[src/rtl/mul_div_unit.sv]
// mul_div_unit: iterative multiply/divide unit fed by the register file.
// One shift-add (multiply) or restoring-subtract (divide) step per clock.
// The result lands in hi/lo in a single final cycle, behind a start/busy/done handshake.
// Optional feature macro: MULDIV_SIGNED_EN. When it is defined, op 01 (MULT)
// and op 11 (DIV) are signed. When it is undefined, op[0] is ignored and
// every operation runs unsigned.
module mul_div_unit #(
  parameter int WIDTH = 16
) (
  input  logic             clk,
  input  logic             rst,
  input  logic             start,
  input  logic [1:0]       op,
  input  logic [WIDTH-1:0] a,
  input  logic [WIDTH-1:0] b,
  output logic             busy,
  output logic             done,
  output logic [WIDTH-1:0] hi,
  output logic [WIDTH-1:0] lo,
  output logic             div_by_zero
);

  localparam int CNT_W = $clog2(WIDTH + 1);
  localparam logic [CNT_W-1:0] LAST_CNT = CNT_W'(WIDTH - 1);

  typedef enum logic [1:0] {
    ST_IDLE = 2'd0,
    ST_RUN  = 2'd1,
    ST_FIN  = 2'd2
  } state_t;

  state_t           state_r;
  logic [CNT_W-1:0] cnt_r;
  logic             is_div_r;
  logic             dbz_pend_r;
  logic [WIDTH-1:0] a_raw_r;
  logic [WIDTH-1:0] opnd_r;     // multiplicand or divisor magnitude
  logic [WIDTH-1:0] work_hi_r;  // partial product high half / partial remainder
  logic [WIDTH-1:0] work_lo_r;  // multiplier being shifted out / quotient being shifted in

  logic [WIDTH-1:0] mag_a_s;
  logic [WIDTH-1:0] mag_b_s;
  logic [WIDTH:0]   mul_sum_s;
  logic [WIDTH:0]   div_shift_s;
  logic             div_ge_s;
  logic [WIDTH-1:0] div_diff_s;
  logic [WIDTH-1:0] next_hi_s;
  logic [WIDTH-1:0] next_lo_s;
  logic [WIDTH-1:0] res_hi_s;
  logic [WIDTH-1:0] res_lo_s;

`ifdef MULDIV_SIGNED_EN
  logic             sign_a_s;
  logic             sign_b_s;
  logic             neg_main_r;  // negate product, or negate quotient
  logic             neg_rem_r;   // remainder follows the dividend sign
  logic [2*WIDTH-1:0] prod_s;

  // Two's-complement negation of one operand-width word.
  function automatic logic [WIDTH-1:0] neg_w(input logic [WIDTH-1:0] x);
    return (~x) + WIDTH'(1);
  endfunction

  // Two's-complement negation of a full double-width product.
  function automatic logic [2*WIDTH-1:0] neg_2w(input logic [2*WIDTH-1:0] x);
    return (~x) + (2*WIDTH)'(1);
  endfunction

  // Split signed operands into sign bits and unsigned magnitudes.
  always_comb begin
    sign_a_s = op[0] & a[WIDTH-1];
    sign_b_s = op[0] & b[WIDTH-1];
    mag_a_s  = sign_a_s ? neg_w(a) : a;
    mag_b_s  = sign_b_s ? neg_w(b) : b;
  end
`else
  logic unused_op_s;

  // Without signed support the operands are already their own magnitudes.
  always_comb begin
    mag_a_s = a;
    mag_b_s = b;
  end

  assign unused_op_s = op[0];
`endif

  // One iteration step of either the shift-add multiply or the restoring divide.
  always_comb begin
    mul_sum_s   = {1'b0, work_hi_r} + (work_lo_r[0] ? {1'b0, opnd_r} : {(WIDTH+1){1'b0}});
    div_shift_s = {work_hi_r, work_lo_r[WIDTH-1]};
    div_ge_s    = (div_shift_s >= {1'b0, opnd_r});
    div_diff_s  = div_shift_s[WIDTH-1:0] - opnd_r;
    if (is_div_r) begin
      if (div_ge_s) begin
        next_hi_s = div_diff_s;
        next_lo_s = {work_lo_r[WIDTH-2:0], 1'b1};
      end else begin
        next_hi_s = div_shift_s[WIDTH-1:0];
        next_lo_s = {work_lo_r[WIDTH-2:0], 1'b0};
      end
    end else begin
      next_hi_s = mul_sum_s[WIDTH:1];
      next_lo_s = {mul_sum_s[0], work_lo_r[WIDTH-1:1]};
    end
  end

  // Final result: sign correction and the divide-by-zero override.
  always_comb begin
`ifdef MULDIV_SIGNED_EN
    prod_s = {work_hi_r, work_lo_r};
`endif
    res_hi_s = work_hi_r;
    res_lo_s = work_lo_r;
    if (is_div_r) begin
      if (dbz_pend_r) begin
        res_hi_s = a_raw_r;
        res_lo_s = {WIDTH{1'b1}};
      end else begin
`ifdef MULDIV_SIGNED_EN
        res_lo_s = neg_main_r ? neg_w(work_lo_r) : work_lo_r;
        res_hi_s = neg_rem_r ? neg_w(work_hi_r) : work_hi_r;
`else
        res_lo_s = work_lo_r;
        res_hi_s = work_hi_r;
`endif
      end
    end else begin
`ifdef MULDIV_SIGNED_EN
      if (neg_main_r) begin
        prod_s = neg_2w({work_hi_r, work_lo_r});
      end else begin
        prod_s = {work_hi_r, work_lo_r};
      end
      res_hi_s = prod_s[2*WIDTH-1:WIDTH];
      res_lo_s = prod_s[WIDTH-1:0];
`else
      res_hi_s = work_hi_r;
      res_lo_s = work_lo_r;
`endif
    end
  end

  // Control FSM: IDLE accepts and latches, RUN iterates, FIN publishes hi/lo.
  always_ff @(posedge clk) begin
    if (rst) begin
      state_r     <= ST_IDLE;
      cnt_r       <= {CNT_W{1'b0}};
      is_div_r    <= 1'b0;
      dbz_pend_r  <= 1'b0;
      a_raw_r     <= {WIDTH{1'b0}};
      opnd_r      <= {WIDTH{1'b0}};
      work_hi_r   <= {WIDTH{1'b0}};
      work_lo_r   <= {WIDTH{1'b0}};
      busy        <= 1'b0;
      done        <= 1'b0;
      hi          <= {WIDTH{1'b0}};
      lo          <= {WIDTH{1'b0}};
      div_by_zero <= 1'b0;
`ifdef MULDIV_SIGNED_EN
      neg_main_r  <= 1'b0;
      neg_rem_r   <= 1'b0;
`endif
    end else begin
      done <= 1'b0;
      case (state_r)
        ST_IDLE: begin
          if (start) begin
            is_div_r    <= op[1];
            dbz_pend_r  <= op[1] & (b == {WIDTH{1'b0}});
            a_raw_r     <= a;
            work_hi_r   <= {WIDTH{1'b0}};
            cnt_r       <= {CNT_W{1'b0}};
            div_by_zero <= 1'b0;
            busy        <= 1'b1;
            state_r     <= ST_RUN;
            if (op[1]) begin
              work_lo_r <= mag_a_s;
              opnd_r    <= mag_b_s;
            end else begin
              work_lo_r <= mag_b_s;
              opnd_r    <= mag_a_s;
            end
`ifdef MULDIV_SIGNED_EN
            neg_main_r <= sign_a_s ^ sign_b_s;
            neg_rem_r  <= sign_a_s;
`endif
          end else begin
            busy <= 1'b0;
          end
        end
        ST_RUN: begin
          work_hi_r <= next_hi_s;
          work_lo_r <= next_lo_s;
          cnt_r     <= cnt_r + CNT_W'(1);
          if (cnt_r == LAST_CNT) begin
            state_r <= ST_FIN;
          end else begin
            state_r <= ST_RUN;
          end
        end
        ST_FIN: begin
          hi          <= res_hi_s;
          lo          <= res_lo_s;
          div_by_zero <= dbz_pend_r;
          done        <= 1'b1;
          busy        <= 1'b0;
          state_r     <= ST_IDLE;
        end
        default: begin
          busy    <= 1'b0;
          state_r <= ST_IDLE;
        end
      endcase
    end
  end

endmodule

[config.mk]
export PLATFORM = sky130hd
export DESIGN_NAME = mul_div_unit
export DESIGN_NICKNAME = d
export VERILOG_FILES = /design/src/rtl/mul_div_unit.sv
export SDC_FILE = /design/constraint.sdc
export NUM_CORES = 1
export LEC_CHECK = 0
export ABC_AREA = 1
export CORE_AREA = 3 3 124 245
export CTS_CLUSTER_SIZE = 30
export DETAILED_ROUTE_END_ITERATION = 16
export DIE_AREA = 0 0 127 248
export PLACE_DENSITY = 0.47
export SLEW_MARGIN = 40
export SYNTH_ARGS = -nofsm -noshare
export SYNTH_HDL_FRONTEND = slang
export SYNTH_SLANG_ARGS = --single-unit
[constraint.sdc]
create_clock -name clk -period 7.1 [get_ports clk]
set_clock_uncertainty 0.1 [all_clocks]
set_input_delay 1.42 -clock clk [delete_from_list [all_inputs] [get_ports clk]]
set_output_delay 1.42 -clock clk [all_outputs]
set_load 0.01 [all_outputs]
==> flow_summary_export.csv, run 1 <==
group,metric,value,unit
sta,hold_viol,0,
setup_path,cp.required,7.26,ns
floorplanning,start_util,24.61,%
sta,slew_viol_final,0,
drt,dr.pass1.iters,4,
sta,fin_crit,3.928,ns
yosys,postSynthCellCount,1123,
final_layout,drive_gt1_share,4.709,%
global_route,grt_pass1_wl,40570,um
yosys,synth_nets,1196,
clocking,clkSlewWorstSetupHoldPaths,0.08,ns
setup_path,critPathKind,"in2reg",
sta,max_freq,254.6,MHz
yosys,synth_cell_types,39,
clocking,htreeDepth,3,
clocking,cts_resized,0,
yosys,synth-edff-count,0,
global_route,grt_pass1_vias,7256,
yosys,seq_area_frac_synth,30.45,%
final_layout,nets,1236,
hold_path,hold_class,"reg2reg",
setup_path,crit_path_start_kind,"input pin",
floorplanning,boundaryPins,72,
drt,detail_route.iter0.violations,340,
floorplanning,rows,88,
drt,routedWlPerCell,17.78,um
power,powerDensity,184.0,nW/um2
yosys,syn_avg_cell_area,6.322,um2
clocking,cts_hold_buf,0,
global_route,antenna_found_initial,0,
yosys,synthArstFlopShare,0,%
sta,setup_viol_count_final,0,
floorplanning,die_height,248,um
final_layout,area.sequential,2162,um2
final_layout,diodes,0,
drt,vias,7272,
setup_path,cp-end-kind,"register",
setup_path,critPathMaxFanout,59,
sta,slew_headroom,51.82,%
sta,finalSetupTns,0,ns
drt,vias_per_cell,4.759,
clocking,clock_path_buffers,2,
place,io_buffers,70,
place,gp_congestion,1.005,
final_layout,area_delta_synth_final,18.54,%
final_layout,nFillCells,3263,
sta,max_slew.worst_pin.slew,0.7219,ns
run,drv_cap,0,
clocking,postCtsSetupBuffers,0,
clocking,cts-root-buf,"clkbuf_16",
global_route,grt_max_degree,60,
floorplanning,core-area,28850,um2
setup_path,cp.arrival,4.08,ns
power,power,1549,uW
global_route,grt_overflow,0,
run_status,status,"finished clean",
floorplanning,die_area,31500,um2
sta,rsz0062_at_grt,"no",
place,dpl.hpwl,21440,um
yosys,synth_area,7099,um2
drt,ant_nets,0,
yosys,yosysWarnings,0,
floorplanning,die_w,127,um
clocking,insertion_delay,0.37,ns
final_layout,multi_input_area,4023,um2
yosys,synth_seq_cells,108,
sta,post-route-period-util,55.32,%
power,peakVddDrop,0.1403,mV
global_route,grt_usage,17.13,%
clocking,cts_tree,"built",
drt,routed_wl,27170,um
power,p_leak,0.003792,uW
yosys,synth-main-ff-cell,"dfxtp_1",
clocking,clock-sinks,108,
drt,drc_errors,0,
clocking,cts_inserted_buffers,9,
[final cells by class]
| cell class | count | share of cell area, % |
|---|---|---|
| Sequential cell | 108 | 25.69 |
| Timing Repair Buffer | 82 | 9.337 |
| Tap cell | 360 | 5.352 |
| Multi-Input combinational cell | 773 | 47.80 |
| Clock inverter | 6 | 0.5501 |
| Inverter | 189 | 8.430 |
| Clock buffer | 10 | 2.840 |
[per-layer routing]
| layer | vias to the layer above | global-route usage (%) | part of all wire (%) | routed length [um] |
|---|---|---|---|---|
| met3 | 65 | 2.025 | 2.1 | 576 |
| met2 | 146 | 34.97 | 57 | 15620 |
| met1 | 3325 | 15.33 | 34 | 9323 |
| met4 | 0 | 10.87 | 6.1 | 1646 |
| met5 | - | 0 | 0 | 0 |
| li1 | 3736 | - | - | - |
[state kept, by name, indices dropped and copies added, names as in the netlist]
name / cells
a_raw_r: 16
hi: 16
lo: 16
opnd_r: 16
work_hi_r: 16
work_lo_r: 16
cnt_r: 5
state_r: 2
busy: 1
dbz_pend_r: 1
div_by_zero: 1
done: 1
is_div_r: 1
[placed cells by master (no fill, tap or decap), types with 12 or more instances in the layout]
cell	synthesis	layout
ha_1	34	34
inv_1	187	187
a21oi_1	127	127
nand2_1	218	218
nand4_1	14	14
o21ai_0	148	148
dfxtp_1	108	108
nand3_1	68	67
clkdlybuf4s50_1	0	69
buf_4	0	12
nor2_1	78	74
nor3_1	12	12
[where the power goes]
part           leakage, uW  switching, uW  internal (uW)
clock network     0.000141            251            251
logic              0.00277            256            126
registers         0.000883           27.1            637
total              0.00379            535           1010
[through the flow]
step	setup slack [ns]	std cells	hold slack [ns]	cell area [um2]	utilization (%)
2_1_floorplan	4.522	1123	0.3245	7099	-
3_3_place_gp	2.742	1512	0.3371	8128	28.17
3_5_place_dp	2.711	1512	0.3414	8128	28.17
4_1_cts	3.108	1528	0.3528	8413	29.16
5_1_grt	2.904	1528	0.3710	8416	29.17
6_report	3.172	1528	0.3490	8416	29.17
[kinds of logic after synthesis]
kind of cell    synth area share [%]
compound gates                 22.37
fa+ha+maj                      6.556
xor+xnor                       1.234
simple gates                   26.15
buf+inv                        13.24
flops                          30.45
[synth_stat cells (2+ instances only)]
library cell	count	area share [%]
inv_2	2	0.11
nand3_1	68	4.8
nand2_2	4	0.35
o21ai_1	4	0.28
o21bai_1	3	0.32
nand4_1	14	1.2
clkbuf_1	40	2.1
a221oi_1	7	0.86
ha_1	34	6.0
o21ai_0	148	10
nand3b_1	7	0.74
inv_1	187	9.9
and3_1	2	0.18
a211oi_1	10	1.1
xor2_1	4	0.49
nor2_2	4	0.35
nor2_4	2	0.32
xnor2_1	6	0.74
dfxtp_1	108	30
nand2_1	218	12
buf_1	3	0.16
and2_1	5	0.44
nand3_2	3	0.42
nor3_1	12	0.85
nor2_1	78	4.1
buf_2	8	0.56
fa_1	2	0.56
a21oi_1	127	9.0
or2_2	3	0.26
[critical path: stages]
cell and delay [ns]:
clkdlybuf4s50_1 0.42, nand3_2 0.07, buf_4 0.46, inv_1 0.37, nor2_4 0.45, buf_4 0.41
inv_1 0.18, o21ai_0 0.23, a21oi_1 0.06
[path summary, 6_finish.rpt]
kind / from / to / slack (ns) / depth (start not counted)
max: start / work_lo_r[0] / 3.17 / 9
min: a_raw_r[10] / a_raw_r[10] / 0.35 / 2
max reg2reg: state_r[0] / work_lo_r[0] / 4.16 / 9
min reg2reg: a_raw_r[10] / a_raw_r[10] / 0.35 / 2
Power figures use the tool's default switching activity.
==> run 2: changes to the inputs <==
- clock period: 7.1 -> 3.8 ns (I/O delays scaled with it)
==> flow_summary_export.csv, run 2 (synthesis gave the netlist of run 1 again) <==
group,metric,value,unit
clocking,cts_inserted_buffers,9,
global_route,grt_usage,17.41,%
clocking,cts_hold_buf,0,
drt,vias,7348,
final_layout,area_delta_synth_final,20.11,%
drt,detail_route.iter0.violations,325,
global_route,grt_overflow,0,
global_route,grt_pass1_wl,41300,um
power,power_frac_clock,34.8,%
floorplanning,rows,88,
clocking,postCtsSetupBuffers,0,
setup_path,crit_slowest_cell,"dfxtp_1",
drt,ant_nets,0,
floorplanning,die_height,248,um
power,peakVddDrop,0.2714,mV
power,powerDensity,353.6,nW/um2
final_layout,diodes,0,
setup_path,critPathMaxFanout,18,
floorplanning,die_w,127,um
clocking,insertion_delay,0.37,ns
setup_path,cpPeakStageDelay,0.57,ns
global_route,antenna_found_initial,0,
clocking,cts_resized,0,
final_layout,drive_gt1_share,5.277,%
setup_path,cp_common_cell,"nand2_1",
power,seq_power_share,41.1,%
setup_path,cp-end-kind,"register",
sta,max_slew.worst_pin.slew,0.6588,ns
run_status,status,"finished clean",
place,gp_congestion,0.9603,
clocking,clkSlewWorstSetupHoldPaths,0.08,ns
drt,routed_wl,27340,um
power,pwr-share-comb,24.1,%
floorplanning,die_area,31500,um2
place,dpl.hpwl,21520,um
floorplanning,core-area,28850,um2
sta,post-route-period-util,70.89,%
drt,routedWlPerCell,17.81,um
final_layout,nets,1243,
sta,max_freq,371.2,MHz
sta,slew_headroom,55.97,%
sta,finalSetupTns,0,ns
run,drv_cap,0,
setup_path,crit_chain,"ha_1, nand2_1, nand2_1, nand2_1, nand2_1, nand2_1, nand3_1, nand2_2, nand2_4, nor2_4, nand2_2, nand2_1, nor2_1, nor2_1, nor2_1",
sta,setup_viol_count_final,0,
setup_path,crit_path_start_kind,"register",
place,io_buffers,70,
sta,fin_crit,2.694,ns
power,p_leak,0.003849,uW
power,switchingPower,1025,uW
floorplanning,boundaryPins,72,
final_layout,fin_util,29.56,%
clocking,clock_path_buffers,2,
drt,dr.pass1.iters,5,
drt,vias_per_cell,4.787,
final_layout,final_common_cell,"nand2_1",
global_route,grt_max_degree,64,
power,internal_power,1990,uW
global_route,grt_pass1_vias,7346,
clocking,cts_tree,"built",
final_layout,final_cell_mix,"nand2_1, inv_1, o21ai_0, a21oi_1, dfxtp_1",
sta,setup_ws,1.106,ns
hold_path,hold_class,"reg2reg",
sta,slew_viol_final,0,
clocking,clock-sinks,108,
clocking,htreeDepth,3,
power,swShare,33.98,%
setup_path,cp.arrival,2.84,ns
clocking,cts-root-buf,"clkbuf_16",
place,pre_cts_slack,1.088,ns
drt,drc_errors,0,
setup_path,critPathKind,"reg2reg",
sta,hold_viol,0,
sta,rsz0062_at_grt,"no",
floorplanning,start_util,24.61,%
setup_path,cp.required,3.95,ns
## run 2: layer usage
metal	wire length (um)	share of wire [%]	global-route usage [%]	vias up
li1	-	-	-	3752
met1	9443	35	16.10	3355
met2	15460	57	34.82	177
met3	681	2.5	2.068	64
met4	1759	6.4	11.28	0
met5	0	0	0	-
## run 2: worst max-delay path: cells and delay by family, from the launching register on
family | cells | cell delay (ns)
fa+ha+maj | 1 | 0.38
flops | 1 | 0.57
simple gates | 14 | 1.49
## run 2: power groups by stage
stage               Clock [uW]  Combinational [uW]  Sequential [uW]
floorplan                    0                 495             1240
CTS                       1080                 721             1240
global route              1110                 815             1250
finish                    1050                 725             1240
global placement             0                 716             1260
detailed placement           0                 718             1270
## run 2: final cells by class
class                   instances  area [um2]
repair buffers                 89       858.3
multi-input cells             773        4028
inverters                     189       709.4
fillers                      3296       20320
clock inverters                 5       66.31
clock buffers                  11       252.7
well taps                     360       450.4
flip-flops and latches        108        2162
## run 2: final timing paths
path | start | slack (ns) | to | depth (start not counted)
worst min register to register | a_raw_r[12] | 0.35 | a_raw_r[12] | 2
worst min-delay path | a_raw_r[12] | 0.35 | a_raw_r[12] | 2
worst max-delay path | work_hi_r[1] | 1.11 | work_hi_r[10] | 15
worst max register to register | work_hi_r[1] | 1.11 | work_hi_r[10] | 15
## run 2: stage by stage
stage | power, uW | hold WS [ns] | cells | area, um2
2_1_floorplan | 1739 | 0.3245 | 1123 | 7099
6_report | 3015 | 0.3507 | 1535 | 8527
3_5_place_dp | 1983 | 0.3446 | 1518 | 8178
5_1_grt | 3168 | 0.3778 | 1535 | 8527
3_3_place_gp | 1981 | 0.3381 | 1518 | 8173
4_1_cts | 3043 | 0.3554 | 1534 | 8497
==> run 3: changes to the inputs <==
- PLACE_DENSITY: 0.47 -> 0.48
- clock period: 3.8 -> 2.4 ns (I/O delays scaled with it)
==> flow_summary_export.csv, run 3 (synthesis gave the netlist of run 1 again) <==
group,metric,value,unit
run_status,status,"finished clean",
final_layout,final_common_cell,"nand2_1",
power,seq_power_share,39.6,%
global_route,grt_usage,18.49,%
setup_path,crit_path_start_kind,"register",
place,io_buffers,70,
final_layout,nets,1332,
final_layout,area_delta_synth_final,32.02,%
clocking,insertion_delay,0.38,ns
drt,detail_route.iter0.violations,237,
setup_path,cp.required,2.54,ns
sta,post-route-period-util,95.47,%
setup_path,r2r-end,"work_hi_r[13]",
global_route,grt_pass1_vias,7926,
clocking,clkSlewWorstSetupHoldPaths,0.08,ns
floorplanning,start_util,24.61,%
final_layout,diodes,0,
clocking,cts-root-buf,"clkbuf_16",
setup_path,worstRegToRegCells,15,
global_route,busiest_layer,"met2",
power,pwr-share-comb,28.5,%
global_route,antenna_found_initial,0,
sta,hold_viol,0,
setup_path,critPathKind,"reg2reg",
floorplanning,boundaryPins,72,
hold_path,hold_class,"reg2reg",
setup_path,rrSetupSlack,0.11,ns
clocking,postCtsSetupBuffers,0,
power,swShare,35.32,%
clocking,cts_hold_buf,0,
global_route,grt_max_degree,64,
place,gp_congestion,0.9431,
power,switchingPower,1742,uW
sta,max_freq,436.4,MHz
drt,dr.pass1.iters,6,
place,dp_cells,1608,
floorplanning,die_height,248,um
run,drv_cap,0,
sta,setup_viol_count_final,0,
clocking,clock-sinks,108,
drt,ant_nets,0,
place,pre_cts_slack,0.02649,ns
drt,drc_errors,0,
hold_path,min_path_cells,2,
drt,vias_per_cell,4.766,
final_layout,final_cell_mix,"nand2_1, inv_1, o21ai_0, a21oi_1, dfxtp_1",
global_route,grt_use_met1,16.05,%
power,internal_power,3191,uW
setup_path,regToRegStartpoint,"work_lo_r[0]",
hold_path,min_to,"a_raw_r[0]",
sta,slew_viol_final,0,
setup_path,cp.arrival,2.43,ns
sta,setup_ws,0.1087,ns
place,dpl.hpwl,23370,um
drt,routedWlPerCell,17.82,um
clocking,cts_tree,"built",
clocking,clock_path_buffers,2,
sta,rsz0062_at_grt,"yes",
clocking,cts_inserted_buffers,9,
floorplanning,die_area,31500,um2
floorplanning,core-area,28850,um2
sta,fin_crit,2.291,ns
hold_path,min_from,"a_raw_r[0]",
global_route,grt_overflow,0,
power,power_frac_clock,32.0,%
clocking,htreeDepth,3,
floorplanning,die_w,127,um
setup_path,startpoint,"work_lo_r[0]",
power,p_leak,0.004301,uW
setup_path,critPathMaxFanout,11,
power,powerDensity,526.3,nW/um2
final_layout,drive_gt1_share,15.19,%
sta,slew_headroom,61.77,%
setup_path,cp-end-kind,"register",
global_route,use_met2,36.83,%
sta,max_slew.worst_pin.slew,0.5735,ns
floorplanning,rows,88,
drt,routed_wl,28940,um
drt,vias,7740,
global_route,grt_pass1_wl,43720,um
final_layout,fin_cells,1624,
power,peakVddDrop,0.3632,mV
global_route,gr-usage-met3,2.498,%
## run 3: changes by cell type in the layout (fill, tap and decap cells not counted), moves of 4 or more
cell     before  now
nand2_1     218  205
dfxtp_2       0    4
ha_1         34   25
ha_2          0    6
buf_4        18  101
nand2_2       4   17
nand3_1      67   63
buf_12        0    6
nand3_2       4    8
dfxtp_1     108  104
## run 3: per-stage QoR
stage | hold WS, ns | power (uW) | TNS (ns) | cell area (um2) | utilization [%]
2_1_floorplan | 0.3245 | 2754 | 0 | 7099 | -
3_3_place_gp | 0.3360 | 3358 | -0.003281 | 8924 | 30.93
3_5_place_dp | 0.3437 | 3363 | 0 | 8924 | 30.93
4_1_cts | 0.3553 | 4953 | 0 | 9228 | 31.99
5_1_grt | 0.3755 | 5192 | -0.01071 | 9373 | 32.49
6_report | 0.3536 | 4933 | 0 | 9373 | 32.49
## run 3: cell type report
cell class	instances	area (um2)
fillers	3236	19470
multi-input cells	773	4161
flip-flops and latches	108	2167
repair buffers	178	1585
inverters	189	709.4
well taps	360	450.4
clock buffers	9	225.2
clock inverters	7	73.82
## run 3: how the worst max path moves through the flow
stage                                to  slack, ns  cells after the start
after floorplan            work_hi_r[9]       0.16                     15
after global placement    work_hi_r[13]     -0.003                     15
after detailed placement  work_hi_r[10]       0.03                     14
after CTS                 work_hi_r[14]      0.001                     15
after global routing      work_hi_r[15]     -0.007                     17
final                     work_hi_r[13]       0.11                     15
## run 3: routing by layer
| metal | routed length (um) | share of wire, % | vias up |
|---|---|---|---|
| li1 | - | - | 3927 |
| met1 | 9538 | 33 | 3556 |
| met2 | 16310 | 56 | 171 |
| met3 | 672 | 2.3 | 86 |
| met4 | 2416 | 8.3 | 0 |
| met5 | 0 | 0 | - |
## run 3: power groups by stage
stage | clock, uW | combinational, uW | sequential (uW)
after detailed placement | 0 | 1370 | 1990
after CTS | 1620 | 1380 | 1950
after global routing | 1680 | 1550 | 1960
final | 1580 | 1400 | 1950
after floorplan | 0 | 783 | 1970
after global placement | 0 | 1370 | 1990
## run 3: worst max-delay path: stages (launching register included)
cell and delay [ns]:
dfxtp_2 0.34, buf_6 0.15, buf_4 0.15, nand2_1 0.06
inv_1 0.04, ha_1 0.35, a21oi_1 0.23, nand2_1 0.11
a21oi_2 0.19, nand2_1 0.08, nand2_1 0.05, nand3_1 0.07
nand2_1 0.08, inv_1 0.04, nand2_1 0.05, a21oi_1 0.05
## run 3: what timing repair did
action | 4_1_cts | 5_1_grt
cloned | 0 | 0
gates resized for setup | 1 | 46
setup endpoints to repair | 1 | 16
hold endpoints to repair | 0 | 0
